===== src/rtl/ahb_pkg.sv =====
// Shared AHB-Lite encodings and refill FSM states for the instruction-side refill master.
package ahb_pkg;

   typedef enum logic [1:0] {
      HTRANS_IDLE   = 2'b00,
      HTRANS_BUSY   = 2'b01,
      HTRANS_NONSEQ = 2'b10,
      HTRANS_SEQ    = 2'b11
   } htrans_t;

   localparam logic [2:0] HBURST_WRAP4  = 3'b010;
   localparam logic [2:0] HBURST_INCR4  = 3'b011;
   localparam logic [2:0] HBURST_WRAP8  = 3'b100;
   localparam logic [2:0] HBURST_INCR8  = 3'b101;
   localparam logic [2:0] HBURST_WRAP16 = 3'b110;
   localparam logic [2:0] HBURST_INCR16 = 3'b111;

   localparam logic [2:0] HSIZE_WORD = 3'b010;

   typedef enum logic [2:0] {
      ST_IDLE,
      ST_ADDR,
      ST_DATA,
      ST_DONE,
      ST_ERR
   } refill_state_t;

   function automatic logic [2:0] burst_code(input int beats, input logic wrap);
      logic [2:0] code;
      case (beats)
         8:       code = wrap ? HBURST_WRAP8  : HBURST_INCR8;
         16:      code = wrap ? HBURST_WRAP16 : HBURST_INCR16;
         default: code = wrap ? HBURST_WRAP4  : HBURST_INCR4;
      endcase
      return code;
   endfunction

endpackage


===== src/rtl/refill_line_buffer.sv =====
// Cache-line assembly register: one 32-bit word written per captured beat, cleared per refill.
module refill_line_buffer #(
   parameter int LINE_BITS = 128,
   parameter int IDX_W     = $clog2(LINE_BITS / 32)
) (
   input  logic                 clk,
   input  logic                 rst,
   input  logic                 clr,
   input  logic                 wr_en,
   input  logic [IDX_W-1:0]     wr_idx,
   input  logic [31:0]          wr_data,
   output logic [LINE_BITS-1:0] line
);

   localparam int WORDS = LINE_BITS / 32;

   logic [LINE_BITS-1:0] line_q;

   always_ff @(posedge clk) begin
      if (rst || clr) begin
         line_q <= '0;
      end else if (wr_en) begin
         for (int w = 0; w < WORDS; w++) begin
            if (wr_idx == IDX_W'(w)) line_q[w*32 +: 32] <= wr_data;
         end
      end
   end

   assign line = line_q;

endmodule


===== src/rtl/ahb_refill_master.sv =====
// I-cache line refill over a single AHB-Lite read burst of 32-bit beats.
// CRITICAL_WORD_FIRST_EN: wrapping burst starting at the missed word instead of INCR from word 0.
//
// state | meaning
// IDLE  | waiting for mem_req; latches line base and start word
// ADDR  | address phases in flight (NONSEQ then SEQ); earlier beats captured alongside
// DATA  | all addresses accepted; collecting the last beat, or finishing an ERROR response
// DONE  | one-cycle mem_ready with the assembled line
// ERR   | one-cycle mem_ready with mem_err, line zeroed
module ahb_refill_master
   import ahb_pkg::*;
#(
   parameter int         LINE_BITS = 128,
   parameter logic [3:0] HPROT_VAL = 4'b0010
) (
   input  logic                 clk,
   input  logic                 rst,
   input  logic                 mem_req,
   input  logic [31:0]          mem_addr,
   output logic [LINE_BITS-1:0] mem_data_in,
   output logic                 mem_ready,
   output logic                 mem_err,
   output logic [31:0]          HADDR,
   output logic [1:0]           HTRANS,
   output logic [2:0]           HBURST,
   output logic [2:0]           HSIZE,
   output logic                 HWRITE,
   output logic [3:0]           HPROT,
   input  logic [31:0]          HRDATA,
   input  logic                 HREADY,
   input  logic                 HRESP
);

   localparam int BEATS = LINE_BITS / 32;
   localparam int IDX_W = $clog2(BEATS);
   localparam int CNT_W = IDX_W + 1;
   localparam int OFF_W = $clog2(LINE_BITS / 8);

   refill_state_t         state_q, state_d;
   htrans_t               htrans_q, htrans_d;
   logic [31:0]           haddr_q, haddr_d;
   logic [31:OFF_W]       base_q, base_d;
   logic [IDX_W-1:0]      start_q, start_d;
   logic [CNT_W-1:0]      addr_cnt_q, addr_cnt_d;
   logic [CNT_W-1:0]      data_cnt_q, data_cnt_d;
   logic                  err_q, err_d;
   logic                  mem_ready_q, mem_ready_d;
   logic                  mem_err_q, mem_err_d;
   logic                  buf_clr, buf_we;

   logic [IDX_W-1:0]      req_word, first_word, start_eff;
   logic [IDX_W-1:0]      addr_word, next_word, wr_idx;
   logic                  pending;
   logic                  unused_bits;

   assign req_word = mem_addr[OFF_W-1:2];

`ifdef CRITICAL_WORD_FIRST_EN
   assign first_word  = req_word;
   assign start_eff   = start_q;
   assign HBURST      = burst_code(BEATS, 1'b1);
   assign unused_bits = ^mem_addr[1:0];
`else
   assign first_word  = '0;
   assign start_eff   = '0;
   assign HBURST      = burst_code(BEATS, 1'b0);
   assign unused_bits = ^{mem_addr[1:0], start_q};
`endif

   // Word indices wrap naturally in IDX_W bits, which gives both WRAPn order and placement.
   assign addr_word = start_eff + addr_cnt_q[IDX_W-1:0];
   assign next_word = addr_word + IDX_W'(1);
   assign wr_idx    = start_eff + data_cnt_q[IDX_W-1:0];
   assign pending   = (addr_cnt_q != data_cnt_q);

   always_ff @(posedge clk) begin
      if (rst) begin
         state_q     <= ST_IDLE;
         htrans_q    <= HTRANS_IDLE;
         haddr_q     <= '0;
         base_q      <= '0;
         start_q     <= '0;
         addr_cnt_q  <= '0;
         data_cnt_q  <= '0;
         err_q       <= 1'b0;
         mem_ready_q <= 1'b0;
         mem_err_q   <= 1'b0;
      end else begin
         state_q     <= state_d;
         htrans_q    <= htrans_d;
         haddr_q     <= haddr_d;
         base_q      <= base_d;
         start_q     <= start_d;
         addr_cnt_q  <= addr_cnt_d;
         data_cnt_q  <= data_cnt_d;
         err_q       <= err_d;
         mem_ready_q <= mem_ready_d;
         mem_err_q   <= mem_err_d;
      end
   end

   always_comb begin
      state_d     = state_q;
      htrans_d    = htrans_q;
      haddr_d     = haddr_q;
      base_d      = base_q;
      start_d     = start_q;
      addr_cnt_d  = addr_cnt_q;
      data_cnt_d  = data_cnt_q;
      err_d       = err_q;
      mem_ready_d = 1'b0;
      mem_err_d   = 1'b0;
      buf_clr     = 1'b0;
      buf_we      = 1'b0;

      case (state_q)
         ST_IDLE: begin
            if (mem_req) begin
               base_d     = mem_addr[31:OFF_W];
               start_d    = req_word;
               addr_cnt_d = '0;
               data_cnt_d = '0;
               err_d      = 1'b0;
               buf_clr    = 1'b1;
               htrans_d   = HTRANS_NONSEQ;
               haddr_d    = {mem_addr[31:OFF_W], first_word, 2'b00};
               state_d    = ST_ADDR;
            end
         end

         ST_ADDR: begin
            // First ERROR cycle cancels the address phase currently on the bus.
            if (pending && HRESP && !HREADY) begin
               htrans_d = HTRANS_IDLE;
               err_d    = 1'b1;
               state_d  = ST_DATA;
            end else if (HREADY) begin
               if (pending) begin
                  buf_we     = 1'b1;
                  data_cnt_d = data_cnt_q + CNT_W'(1);
               end
               addr_cnt_d = addr_cnt_q + CNT_W'(1);
               if (addr_cnt_q == CNT_W'(BEATS - 1)) begin
                  htrans_d = HTRANS_IDLE;
                  state_d  = ST_DATA;
               end else begin
                  htrans_d = HTRANS_SEQ;
                  haddr_d  = {base_q, next_word, 2'b00};
               end
            end
         end

         ST_DATA: begin
            if (err_q) begin
               if (HREADY) begin
                  buf_clr     = 1'b1;
                  mem_ready_d = mem_req;
                  mem_err_d   = mem_req;
                  state_d     = ST_ERR;
               end
            end else if (HRESP && !HREADY) begin
               err_d = 1'b1;
            end else if (HREADY) begin
               buf_we      = 1'b1;
               data_cnt_d  = data_cnt_q + CNT_W'(1);
               mem_ready_d = mem_req;
               state_d     = ST_DONE;
            end
         end

         ST_DONE, ST_ERR: begin
            state_d = ST_IDLE;
         end

         default: begin
            state_d  = ST_IDLE;
            htrans_d = HTRANS_IDLE;
         end
      endcase
   end

   refill_line_buffer #(
      .LINE_BITS (LINE_BITS),
      .IDX_W     (IDX_W)
   ) u_line_buf (
      .clk     (clk),
      .rst     (rst),
      .clr     (buf_clr),
      .wr_en   (buf_we),
      .wr_idx  (wr_idx),
      .wr_data (HRDATA),
      .line    (mem_data_in)
   );

   assign HTRANS    = htrans_q;
   assign HADDR     = haddr_q;
   assign HSIZE     = HSIZE_WORD;
   assign HWRITE    = 1'b0;
   assign HPROT     = HPROT_VAL;
   assign mem_ready = mem_ready_q;
   assign mem_err   = mem_err_q;

endmodule


===== config.mk =====
export PLATFORM = sky130hd
export DESIGN_NAME = ahb_refill_master
export DESIGN_NICKNAME = d
export VERILOG_FILES = /design/src/rtl/ahb_pkg.sv /design/src/rtl/refill_line_buffer.sv /design/src/rtl/ahb_refill_master.sv
export SDC_FILE = /design/constraint.sdc
export NUM_CORES = 1
export LEC_CHECK = 0
export CORE_MARGIN = 10
export CORE_UTILIZATION = 45
export DETAILED_ROUTE_END_ITERATION = 7
export GPL_TIMING_DRIVEN = 0
export PLACE_DENSITY = 0.89
export SETUP_SLACK_MARGIN = 0.15
export SYNTH_ARGS = -nofsm -noshare
export SYNTH_HDL_FRONTEND = slang
export SYNTH_SLANG_ARGS = --single-unit

===== constraint.sdc =====
create_clock -name clk -period 2.4 [get_ports clk]
set_input_delay 0.48 -clock clk [delete_from_list [all_inputs] [get_ports clk]]
set_output_delay 0.48 -clock clk [all_outputs]
set_load 0.1 [all_outputs]

# After elaboration in Yosys (flattened, before gate mapping)
# Cells that the tools add are included.
# totals
register_bits,202
inputBits,69
out_inout_bits,175
wordCells,113
# classes
n_addsub,3
eq_ne,23
mux,48
bitwise,3
reduce_logical,23
# ops
cell,n
two-way mux 32 bit,4
one-hot mux 32 bit (2 select lines),1
two-way mux 3 bit,17
"inequality test 2 bit, second input constant",9
one-hot mux 3 bit (3 select lines),2
two-way mux 1 bit,15
"inequality test 3 bit, second input constant",5
AND reduction 2 bit,5
"equality test 3 x 2 -> 1 bit, second input constant",3
two-way mux 2 bit,4
AND reduction 8 bit,1
"adder 3 x 1 -> 3 bit, second input constant",2
one-hot mux 2 bit (3 select lines),1
one-hot mux 3 bit (2 select lines),1
AND reduction 3 bit,2
AND reduction 6 bit,1
OR reduction 3 bit,2
AND reduction 5 bit,1
"equality test 2 bit, second input constant",2
one-hot mux 1 bit (2 select lines),2
AND reduction 4 bit,1
"equality test 3 x 1 -> 1 bit, second input constant",1
"equality test 3 bit, second input constant",1
logical AND 1 bit,3
other kinds (12),14

# Logic depth before layout (Yosys ltp)
# Gate-level depths: netlist of the first run.
# logic_depth
ltp_word,6
ltp_mapped,8

# Cells and area by module
# A second synthesis of the first run with hierarchy kept.
# hier_totals
hier_cells,868
area_unflattened_um2,8807.2
# modules_own_cells
module,instances,cells_per_inst,area_each_um2,seq_area_each_um2
refill_line_buffer,1,470,5642.9,2562.5
ahb_refill_master,1,398,3164.3,1441.4

# Least setup slack after synthesis of the first run
# Ideal clock, no wire load.
# synth_timing
kind,flip-flop to flip-flop
from,register data_cnt_q[1]
to,register u_line_buf.line_q[48] (netlist: u_line_buf.line[48])
arrival_time_ns,1.822
t_required_ns,2.272
path_slack_ns,0.450
path_stages_with_launch,7
path_buffers,1
period_less_slack_ns,1.950
path_cell_list,dfxtp_1 xnor2_1 a311o_4 a211oi_4 buf_6 mux2i_1 nor2_1
# synth_via
elab_chain_len,6
# synth_lines
element,line_no,source
"start, declared",ahb_refill_master.sv:45,"logic [CNT_W-1:0] data_cnt_q, data_cnt_d;"
"start signal, assigned",ahb_refill_master.sv:95,data_cnt_q <= data_cnt_d;
inequality test 3 bit,ahb_refill_master.sv:74,assign pending = (addr_cnt_q != data_cnt_q);
two-way mux 1 bit or logical AND 1 bit (tied branches),"ahb_refill_master.sv:138, ahb_refill_master.sv:133",
two-way mux 1 bit or logical AND 1 bit (tied branches),"ahb_refill_master.sv:137, ahb_refill_master.sv:133",
two-way mux 1 bit,ahb_refill_master.sv:133,if (pending && HRESP && !HREADY) begin
one-hot mux 1 bit (2 select lines),ahb_refill_master.sv:116,case (state_q)
AND reduction 2 bit (no source line) *,-,
"end signal, assigned by index",refill_line_buffer.sv:24,if (wr_idx == IDX_W'(w)) line_q[w*32 +: 32] <= wr_data;
"end, declared",refill_line_buffer.sv:17,logic [LINE_BITS-1:0] line_q;
# Every way passes the cells marked *; elsewhere a longest branch is shown, timed or not.
# A chain may end at the register's enable or synchronous reset.

# Worst setup path in the final report of the first run
# layout_timing
from,register u_line_buf.line_q[103] (netlist: u_line_buf.line[103])
to,output port mem_data_in[103]
# layout_lines
element,line_no,source
"end, declared",ahb_refill_master.sv:20,"output logic [LINE_BITS-1:0] mem_data_in,"
# No word-level cell between the ends.

==> results_dict.tcl, run 1 <==
set metrics [dict create \
    routed.top_layer "met4" \
    yosysTopAreaCellShare_pct 51.4 \
    yosys.area_share.simple_pct 16.4 \
    synthMuxAreaShare_pct 16.7 \
    drt-met1-wl_mm 9.46 \
    grt_pass1_wl_mm 37.0 \
    holdWs_ns 0.455 \
    powerDensity_mw_per_mm2 945 \
    yosysTopAreaCell "dfxtp_1" \
    post-route-min-period_ns 2.19 \
    grt_max_degree 20 \
    p_int_mw 5.90 \
    post-place-ws_ns -0.472 \
    wl_met3_mm 3.05 \
    tightest_slew_ns 1.05 \
    netlist_area_mm2 0.00779 \
    power.leakage_nw 4.63 \
    synth-compound-area-share_pct 8.57 \
    row_count 48 \
    finalMaxSlewViolations 0 \
    holdPathStages 2 \
    critPathSlowestCell "dlygate4sd2_1" \
    hold_viol_final 0 \
    layout_commonest_cell "dfxtp_1" \
    arrival_ns 1.71 \
    max_freq_mhz 457 \
    grt_pass1_vias 6767 \
    p_sw_mw 4.37 \
    synth_top_family_by_area "multiplexers" \
    clockPowerShare_pct 27.5 \
    critical_path_class "flip-flop to output pin" \
    ys_seq_area_share_pct 51.4 \
    status "finished clean" \
    track_usage_pct 20.5 \
    clock-sinks 200 \
    dpl.hpwl_mm 18.1 \
    cts_root_buffer "clkbuf_16" \
    r2r_slack_ns 0.29 \
    routed_via_density 5.09 \
    drc 0 \
    swShare_pct 42.5 \
    met2_length_mm 11.5 \
    ir_drop_mv 0.706 \
    num_vias 6784 \
    cp_num_buf_inv 1 \
    crit_chain "dlygate4sd2_1" \
    crit_path_start_kind "flip-flop" \
    relSlewSlack_pct 30.3 \
    postSynthCellCount 827 \
    tritoncts "built" \
    avgSynthCellArea_um2 9.43 \
    start_util_pct 45.5 \
    syn_to_final_growth_pct 39.4 \
    setup_tns_ns 0 \
    num_io_pins 244 \
    fin_nets 1168 \
    clk_latency_ns 0.44 \
    drive_gt1_share_pct 9.31 \
    finalClockSkew_ns 0.0198 \
    post_drt_wl_per_cell_um 18.3 \
    worstPathMaxFanout 2 \
    cp-startpoint "u_line_buf.line[103]$_SDFFE_PP0P_" \
    htreeDepth 4 \
    worstReg2RegStart "addr_cnt_q[0]$_SDFFE_PP0P_" \
    dp_cells 1288 \
    min_path_type "flip-flop to flip-flop" \
    end_kind "output pin" \
    fin_util_pct 63.5 \
    cp.required_ns 1.92 \
    antenna_found_initial 0 \
    worst_r2r_endpoint "state_q[1]$_SDFFE_PP0P_" \
    die_h_um 152 \
    synth_fa_ha_area_share_pct 0.963 \
    final_cell_mix "dfxtp_1, nor2_1, dlygate4sd2_1" \
    postRouteAntennaNets 0 \
    clk_pin_slew_ns 0.07 \
    setup_viol 0 \
    clockBufferDepth 2 \
    die_w_um 152 \
    synth-seq-cells 200 \
    power_frac_seq_pct 37.1 \
    synth_xor_area_share_pct 0.337 \
    yosysWarnings 0 \
    crit_end "mem_data_in[103]" \
    stdcell_count 1332 \
    fill_cells 1463 \
    worst_path_largest_cell_delay_ns 0.92 \
    ctsHoldBuffers 0 \
    cp_num_cells 1 \
    cpLargestDelayFamily "buffers and inverters" \
    r2r_cells 7 \
    numCtsBuffers 17 \
    core-area_mm2 0.0171 \
    routabilityCongestion 0.917 \
    overflow 0 \
    wirelength_mm 24.3 \
    cap_violations 0 \
    combPwrFrac_pct 35.5 \
    drt_iter0_drc 333 \
    rsz0062_at_grt "yes" \
    fin_crit_sh_pct 91.1 \
    drt_first_pass_iters 5 \
    numPortBuffers 225 \
    dieArea_mm2 0.0230 \
    ys_types 40 \
    timing.final.ws_setup_ns 0.213 \
    synthTopCellsByArea "dfxtp_1, mux2i_1, nor2_1" \
]
per-layer routing:
metal | up-vias | GRT usage, %
met5 | - | 0
met4 | 0 | 5.20
met2 | 251 | 34.6
met1 | 3221 | 22.2
met3 | 23 | 10.8
li1 | 3289 | -
final cells by class:
class	instances	area, um2	area share, %
Antenna cell	1	2.50	0.0230
Buffer	70	440	4.05
Clock buffer	19	443	4.08
Clock inverter	13	130	1.20
Inverter	7	26.3	0.242
Multi-Input combinational cell	561	3400	31.3
Sequential cell	200	4000	36.9
Tap cell	225	282	2.59
Timing Repair Buffer	236	2130	19.6
how the worst min path moves through the flow:
stage | startpoint | to | slack (ns)
floorplan | base_q[10]$_SDFFE_PP0P_ | base_q[10]$_SDFFE_PP0P_ | 0.44
global placement | base_q[10]$_SDFFE_PP0P_ | base_q[10]$_SDFFE_PP0P_ | 0.44
detailed placement | base_q[22]$_SDFFE_PP0P_ | base_q[22]$_SDFFE_PP0P_ | 0.45
CTS | base_q[22]$_SDFFE_PP0P_ | base_q[22]$_SDFFE_PP0P_ | 0.46
global route | base_q[9]$_SDFFE_PP0P_ | base_q[9]$_SDFFE_PP0P_ | 0.47
finish | base_q[31]$_SDFFE_PP0P_ | base_q[31]$_SDFFE_PP0P_ | 0.46
timing repair:
action / 4_1_cts / 5_1_grt
endpoints found under the setup margin: 286 / 149
buffers inserted: 0 / 11
pin swaps: 0 / 4
gates resized for setup: 168 / 30
hold endpoints to repair: 0 / 0
stage by stage:
step | instance area (um2) | power (mW)
3_5_place_dp | 10400 | 7.62
3_3_place_gp | 10400 | 7.55
6_report | 10900 | 10.3
4_1_cts | 10800 | 10.3
5_1_grt | 10900 | 10.7
2_1_floorplan | 7840 | 6.65
sequential cells by signal, summed over array words and instances, names as in the netlist:
name	count
err_q	1
mem_err	1
HTRANS	2
u_line_buf.line	128
mem_ready	1
HADDR	30
base_q	28
state_q	3
addr_cnt_q	3
data_cnt_q	3
synth_stat cells:
| library cell | instances |
|---|---|
| dfxtp_1 | 200 |
| nor2_1 | 167 |
| a21o_1 | 1 |
| buf_6 | 12 |
| o2bb2ai_1 | 1 |
| a41oi_1 | 1 |
| buf_2 | 7 |
| mux2i_1 | 130 |
| a211oi_4 | 4 |
| nand2b_1 | 4 |
| nand2_1 | 124 |
| and2_1 | 1 |
| a311oi_1 | 28 |
| or4b_2 | 1 |
| a31oi_1 | 2 |
| nand3_1 | 2 |
| and3_1 | 3 |
| o211ai_1 | 3 |
| nor2b_1 | 5 |
| a2111o_1 | 1 |
| o32a_1 | 1 |
| or3b_2 | 1 |
| xnor2_1 | 3 |
| or3_1 | 2 |
| a311o_1 | 1 |
| nor3_1 | 5 |
| nor3b_1 | 3 |
| a22oi_1 | 1 |
| inv_1 | 7 |
| buf_4 | 13 |
| conb_1 | 2 |
| or4_1 | 1 |
| clkbuf_1 | 33 |
| a311o_4 | 1 |
| ha_1 | 6 |
| o22a_1 | 1 |
| a21oi_1 | 39 |
| buf_1 | 5 |
| nand4_1 | 1 |
| o21ai_0 | 4 |
cells by family after synthesis:
family                     Yosys count
DFF                                200
xor gates and xnor gates             3
AOI/OAI and AO/OA                   89
adders and majority gates            6
buffers and inverters               77
and+or+nand+nor                    320
muxes                              130
other                                2
power by group through the flow:
stage | Sequential, mW | Clock, mW | Combinational (mW)
3_5_place_dp | 3.88 | 0 | 3.73
4_1_cts | 3.80 | 2.85 | 3.61
3_3_place_gp | 3.87 | 0 | 3.68
5_1_grt | 3.83 | 2.98 | 3.87
6_report | 3.80 | 2.82 | 3.65
2_1_floorplan | 5.32 | 0 | 1.33
(Power assumes the default switching activity.)
==> inputs of run 2 (changes only) <==
--- a/config.mk
+++ b/config.mk
@@ -5,11 +5,13 @@
 export SDC_FILE = /design/constraint.sdc
 export NUM_CORES = 1
 export LEC_CHECK = 0
+export ABC_AREA = 1
+export CORE_ASPECT_RATIO = 0.8
 export CORE_MARGIN = 10
 export CORE_UTILIZATION = 45
 export DETAILED_ROUTE_END_ITERATION = 7
 export GPL_TIMING_DRIVEN = 0
-export PLACE_DENSITY = 0.89
+export PLACE_DENSITY = 0.87
 export SETUP_SLACK_MARGIN = 0.15
 export SYNTH_ARGS = -nofsm -noshare
 export SYNTH_HDL_FRONTEND = slang
==> run 2 against run 1 <==
Combinational power up 49%. Maximum frequency up 0.96%. Critical path depth did not move. Global-route usage increased by 0.35 points. Wire length rose by 11%. Clock power grew 6%. Power is 22% higher. Synthesized cell count rose by 54%. Via count grew 26%. Highest routed layer unchanged.
==> results_dict.tcl, run 2 <==
set metrics [dict create \
    postSynthCellCount 1272 \
    cp.required_ns 1.92 \
    dieArea_mm2 0.0249 \
    overflow 0 \
    finalClockSkew_ns 0.0156 \
    yosysWarnings 0 \
    synth_edf_count 0 \
    yosysTopAreaCell "dfxtp_1" \
    max_freq_mhz 462 \
    yosysMostFrequentCell "nor2_1" \
    core-area_mm2 0.0184 \
    largest_reg_flops 128 \
    total_power_mw 12.5 \
    dpl.hpwl_mm 20.3 \
    ys_types 25 \
    cap_violations 0 \
    end_kind "output pin" \
    fill_cells 1691 \
    grt_pass1_vias 8158 \
    r2r_slack_ns 0.27 \
    hp-start "base_q[15]$_SDFFE_PP0P_" \
    syn_to_final_growth_pct 36.0 \
    drive_gt1_share_pct 5.96 \
    clk_latency_ns 0.44 \
    ys_top_cells_by_count "nor2_1, nand2_1, dfxtp_1" \
    worstReg2RegStart "state_q[0]$_SDFFE_PP0P_" \
    dp_cells 1762 \
    async_flop_share_pct 0 \
    routed_via_density 4.74 \
    crit_path_start_kind "flip-flop" \
    arrival_ns 1.69 \
    setup_viol 0 \
    rsz0062_at_grt "yes" \
    worst_path_largest_cell_delay_ns 0.91 \
    worst_r2r_endpoint "u_line_buf.line[18]$_SDFFE_PP0P_" \
    postRouteAntennaNets 0 \
    yosysTopAreaCellShare_pct 47.0 \
    tritoncts "built" \
    start_util_pct 46.4 \
    ctsHoldBuffers 0 \
    crit_chain "dlygate4sd2_1" \
    diodes 0 \
    cp_num_cells 1 \
    tightest_slew_ns 1.05 \
    fin_crit_sh_pct 90.2 \
    layout_commonest_cell "nor2_1" \
    num_vias 8516 \
    grt_pass1_wl_mm 42.2 \
    r2r_cells 8 \
    crit_end "mem_data_in[5]" \
    netlist_area_mm2 0.00853 \
    die_w_um 174 \
    routabilityCongestion 0.847 \
    synthTopCellsByArea "dfxtp_1, nor2_1, nand2_1" \
    antenna_found_initial 0 \
    die_h_um 143 \
    ys_seq_area_share_pct 47.0 \
    fin_nets 1606 \
    fin_area_mm2 0.0116 \
    clockBufferDepth 2 \
    track_usage_pct 20.9 \
    critical_path_class "flip-flop to output pin" \
    fin_util_pct 63.0 \
    row_count 44 \
    wirelength_mm 27.1 \
    worstPathMaxFanout 2 \
    hold_viol_final 0 \
    ir_drop_mv 0.770 \
    min_path_type "flip-flop to flip-flop" \
    powerDensity_mw_per_mm2 1080 \
    grt_max_degree 20 \
    numPortBuffers 226 \
    cp_num_buf_inv 1 \
    cts_root_buffer "clkbuf_16" \
    post-route-min-period_ns 2.17 \
    cp-startpoint "u_line_buf.line[5]$_SDFFE_PP0P_" \
    clock-sinks 200 \
    htreeDepth 4 \
    status "finished clean" \
    synth-seq-cells 200 \
    stdcell_count 1797 \
    final_cell_mix "nor2_1, nand2_1, dfxtp_1" \
    cpLargestDelayFamily "buffers and inverters" \
    avgSynthCellArea_um2 6.70 \
    finalMaxSlewViolations 0 \
    post_drt_wl_per_cell_um 15.1 \
    relSlewSlack_pct 30.1 \
    drt_iter0_drc 641 \
    synthFlopType "dfxtp_1" \
    clk_pin_slew_ns 0.08 \
    numCtsBuffers 17 \
    drc 0 \
    power.leakage_nw 6.42 \
    critPathSlowestCell "dlygate4sd2_1" \
    dpl_cell_area_mm2 0.0111 \
    drt_first_pass_iters 6 \
    num_io_pins 244 \
]
[run 2: cell types whose count changed after synthesis, moves of 6 or more]
cell      change
a311oi_1     -28
o21ai_0      +87
clkbuf_1      +6
mux2i_1     -130
nor2_1      +164
inv_1       +170
nand3_1       +6
nand2_1     +194
[run 2: where the power goes]
part           total (mW)  switching, mW  internal, mW  leakage [nW]
combinational        5.44           4.33          1.11          4.50
clock                3.00           1.41          1.59         0.293
sequential           4.05          0.233          3.81          1.63
total                12.5           5.98          6.51          6.42
[run 2: cell families after synthesis]
family,after synthesis,synth area share (%)
and+or+nand+nor,673,31.0
buffers and inverters,258,13.2
DFF,200,47.0
AOI/OAI and AO/OA,131,7.72
adders and majority gates,6,0.880
xor gates and xnor gates,2,0.205
other,2,0.0881
[run 2: metal layers]
layer  routed length [um]  GRT usage (%)  vias up
li1                     -              -     4267
met1                11500           24.6     3921
met2                12900           35.1      276
met3                 1970           6.09       52
met4                  792           8.49        0
met5                    0              0        -
[run 2: area by class of cell]
cell class / count / area, um2 / share of cell area, %
tap: 253 / 317 / 2.73
multi-input combinational: 825 / 3450 / 29.7
buffer: 76 / 447 / 3.85
clock inverter: 14 / 185 / 1.60
sequential: 200 / 4000 / 34.5
inverter: 182 / 683 / 5.89
clock buffer: 18 / 429 / 3.70
timing repair buffer: 229 / 2080 / 18.0
[run 2: through the flow]
step	TNS, ns	worst slack (ns)	hold WS, ns
floorplan	0	0.649	0.425
global placement	-30.52	-0.297	0.434
detailed placement	-36.40	-0.337	0.441
CTS	0	0.206	0.453
global route	0	0.0932	0.466
finish	0	0.234	0.451
[run 2: worst min path at each step]
stage,endpoint,slack (ns),depth (start not counted)
after floorplan,base_q[20]$_SDFFE_PP0P_,0.42,2
after global placement,base_q[29]$_SDFFE_PP0P_,0.43,2
after detailed placement,base_q[10]$_SDFFE_PP0P_,0.44,2
after CTS,base_q[15]$_SDFFE_PP0P_,0.45,2
after global routing,base_q[10]$_SDFFE_PP0P_,0.47,2
final,base_q[15]$_SDFFE_PP0P_,0.45,2
[run 2: repair_timing]
item | CTS | global route
resized for setup | 164 | 10
pin swaps | 0 | 1
setup buffers | 0 | 3
setup endpoints to repair | 209 | 126
[run 2: worst reg2reg max path: stages, from the launching register on]
cell	delay, ns
dfxtp_1	0.45
nor2_2	0.09
nand2_2	0.11
nor2_1	0.06
a211oi_1	0.30
clkbuf_2	0.34
clkbuf_1	0.49
nand2_1	0.13
nor2_1	0.11
==> inputs of run 3 (changes only) <==
==> constraint.sdc (replaced) <==
create_clock -name clk -period 2.4 [get_ports clk]
set_input_delay 0.48 -clock clk [delete_from_list [all_inputs] [get_ports clk]]
set_output_delay 0.48 -clock clk [all_outputs]
set_load 0.01 [all_outputs]
==> run 3 against run 2 <==
Clock power about the same. Power down 15%. Worst setup slack better by 0.013 ns. Largest power group is now sequential cells.
==> results_dict.tcl, run 3 (same netlist as run 2, synthesis figures left out) <==
set metrics [dict create \
    power.leakage_nw 5.68 \
    setup_tns_ns 0 \
    clockBufferDepth 2 \
    status "finished clean" \
    end_kind "flip-flop" \
    grt_pass1_wl_mm 42.1 \
    numCtsBuffers 17 \
    crit_chain "nor2_2 > nand2_2 > nor2_1 > a211oi_1 > clkbuf_2 > clkbuf_1 > nand2_1 > nor2_1" \
    htreeDepth 4 \
    swShare_pct 36.3 \
    post-route-min-period_ns 2.15 \
    worst_path_largest_cell_delay_ns 0.49 \
    rsz0062_at_grt "yes" \
    hold_viol_final 0 \
    finalClockSkew_ns 0.0157 \
    p_int_mw 6.73 \
    syn_to_final_growth_pct 38.3 \
    numPortBuffers 226 \
    critPathMostFrequentCell "nor2_1" \
    powerDensity_mw_per_mm2 896 \
    r2r_cells 8 \
    worst_r2r_endpoint "u_line_buf.line[18]$_SDFFE_PP0P_" \
    clockPowerShare_pct 28.4 \
    crit_end "u_line_buf.line[18]$_SDFFE_PP0P_" \
    combPwrFrac_pct 33.2 \
    largest_reg_flops 128 \
    ir_drop_mv 0.537 \
    cp.required_ns 2.77 \
    worstReg2RegStart "state_q[0]$_SDFFE_PP0P_" \
    fin_nets 1606 \
    p_sw_mw 3.83 \
    fin_crit_sh_pct 89.7 \
    postRouteAntennaNets 0 \
    layout_commonest_cell "nor2_1" \
    antenna_found_initial 0 \
    clock-sinks 200 \
    cap_violations 0 \
    crit_path_start_kind "flip-flop" \
    start_util_pct 46.4 \
    tightest_slew_ns 0.573 \
    cp-startpoint "state_q[0]$_SDFFE_PP0P_" \
    ctsHoldBuffers 0 \
    worstPathMaxFanout 10 \
    critPathSlowestCell "clkbuf_1" \
    holdWs_ns 0.453 \
    overflow 0 \
    dieArea_mm2 0.0249 \
    tritoncts "built" \
    setup_viol 0 \
    dpl.hpwl_mm 20.3 \
    diodes 0 \
    num_vias 8522 \
    max_freq_mhz 465 \
    post_drt_wl_per_cell_um 15.0 \
    arrival_ns 2.53 \
    track_usage_pct 20.8 \
    num_io_pins 244 \
    final_cell_mix "nor2_1, nand2_1, clkdlybuf4s50_1" \
    drive_gt1_share_pct 5.96 \
    drt_iter0_drc 595 \
    relSlewSlack_pct 61.8 \
    r2r_slack_ns 0.25 \
    critical_path_class "flip-flop to flip-flop" \
    grt_max_degree 20 \
    min_path_type "flip-flop to flip-flop" \
    row_count 44 \
    power_frac_seq_pct 38.4 \
    clk_pin_slew_ns 0.08 \
    finalMaxSlewViolations 0 \
    die_w_um 174 \
    cts_root_buffer "clkbuf_16" \
    routabilityCongestion 0.847 \
    drt_first_pass_iters 5 \
    routed_via_density 4.74 \
    drc 0 \
    die_h_um 143 \
    grt_pass1_vias 8174 \
    wirelength_mm 27.0 \
    clk_latency_ns 0.43 \
    core-area_mm2 0.0184 \
]
==> run 3: power by group through the flow <==
| stage | logic [mW] | clock network (mW) | registers [mW] |
|---|---|---|---|
| floorplan | 1.88 | 0 | 4.24 |
| global placement | 3.32 | 0 | 4.10 |
| detailed placement | 3.41 | 0 | 4.12 |
| CTS | 3.45 | 3.04 | 4.05 |
| global route | 3.91 | 3.16 | 4.11 |
| finish | 3.50 | 3.01 | 4.06 |
==> run 3: layout make-up <==
cell class,instances,area (um2)
buffer,76,447
clock inverter,14,185
clock buffer,18,429
sequential,200,4000
inverter,182,683
tap,253,317
timing repair buffer,229,2280
multi-input combinational,825,3450
fill,1588,6590
==> run 3: repair_timing <==
item / 4_1_cts / 5_1_grt
pin swaps: 0 / 1
buffers inserted: 0 / 3
resized for setup: 2 / 10
setup endpoints to repair: 47 / 126
==> run 3: metrics by stage <==
stage | power (mW) | std cells | instance area, um2 | util, % | setup WS (ns)
global route | 11.2 | 1797 | 11800 | 64.1 | 0.0932
detailed placement | 7.53 | 1762 | 11100 | 60.6 | -0.337
CTS | 10.5 | 1794 | 11800 | 64.0 | 0.206
floorplan | 6.12 | 1283 | 8570 | - | 0.649
global placement | 7.43 | 1762 | 11100 | 60.6 | -0.297
finish | 10.6 | 1797 | 11800 | 64.1 | 0.247
==> run 3: metal layers <==
| layer | GRT usage, % | wire (um) |
|---|---|---|
| met5 | 0 | 0 |
| met2 | 35.0 | 12800 |
| met3 | 6.19 | 2070 |
| met4 | 8.62 | 768 |
| met1 | 24.5 | 11300 |
==> run 3: worst min path at each step <==
| stage | from | to | cells past startpoint |
|---|---|---|---|
| after detailed placement | base_q[10]$_SDFFE_PP0P_ | base_q[10]$_SDFFE_PP0P_ | 2 |
| final | base_q[15]$_SDFFE_PP0P_ | base_q[15]$_SDFFE_PP0P_ | 2 |
| after floorplan | base_q[20]$_SDFFE_PP0P_ | base_q[20]$_SDFFE_PP0P_ | 2 |
| after global routing | base_q[10]$_SDFFE_PP0P_ | base_q[10]$_SDFFE_PP0P_ | 2 |
| after CTS | base_q[15]$_SDFFE_PP0P_ | base_q[15]$_SDFFE_PP0P_ | 2 |
| after global placement | base_q[29]$_SDFFE_PP0P_ | base_q[29]$_SDFFE_PP0P_ | 2 |
==> run 3: worst max-delay path, delay by kind of cell, from the launching register on <==
family                 cells  cell delay, ns
AND/OR/NAND/NOR            5            0.51
buffers and inverters      2            0.84
AO/OA/AOI/OAI              1            0.29
flip-flops                 1            0.45
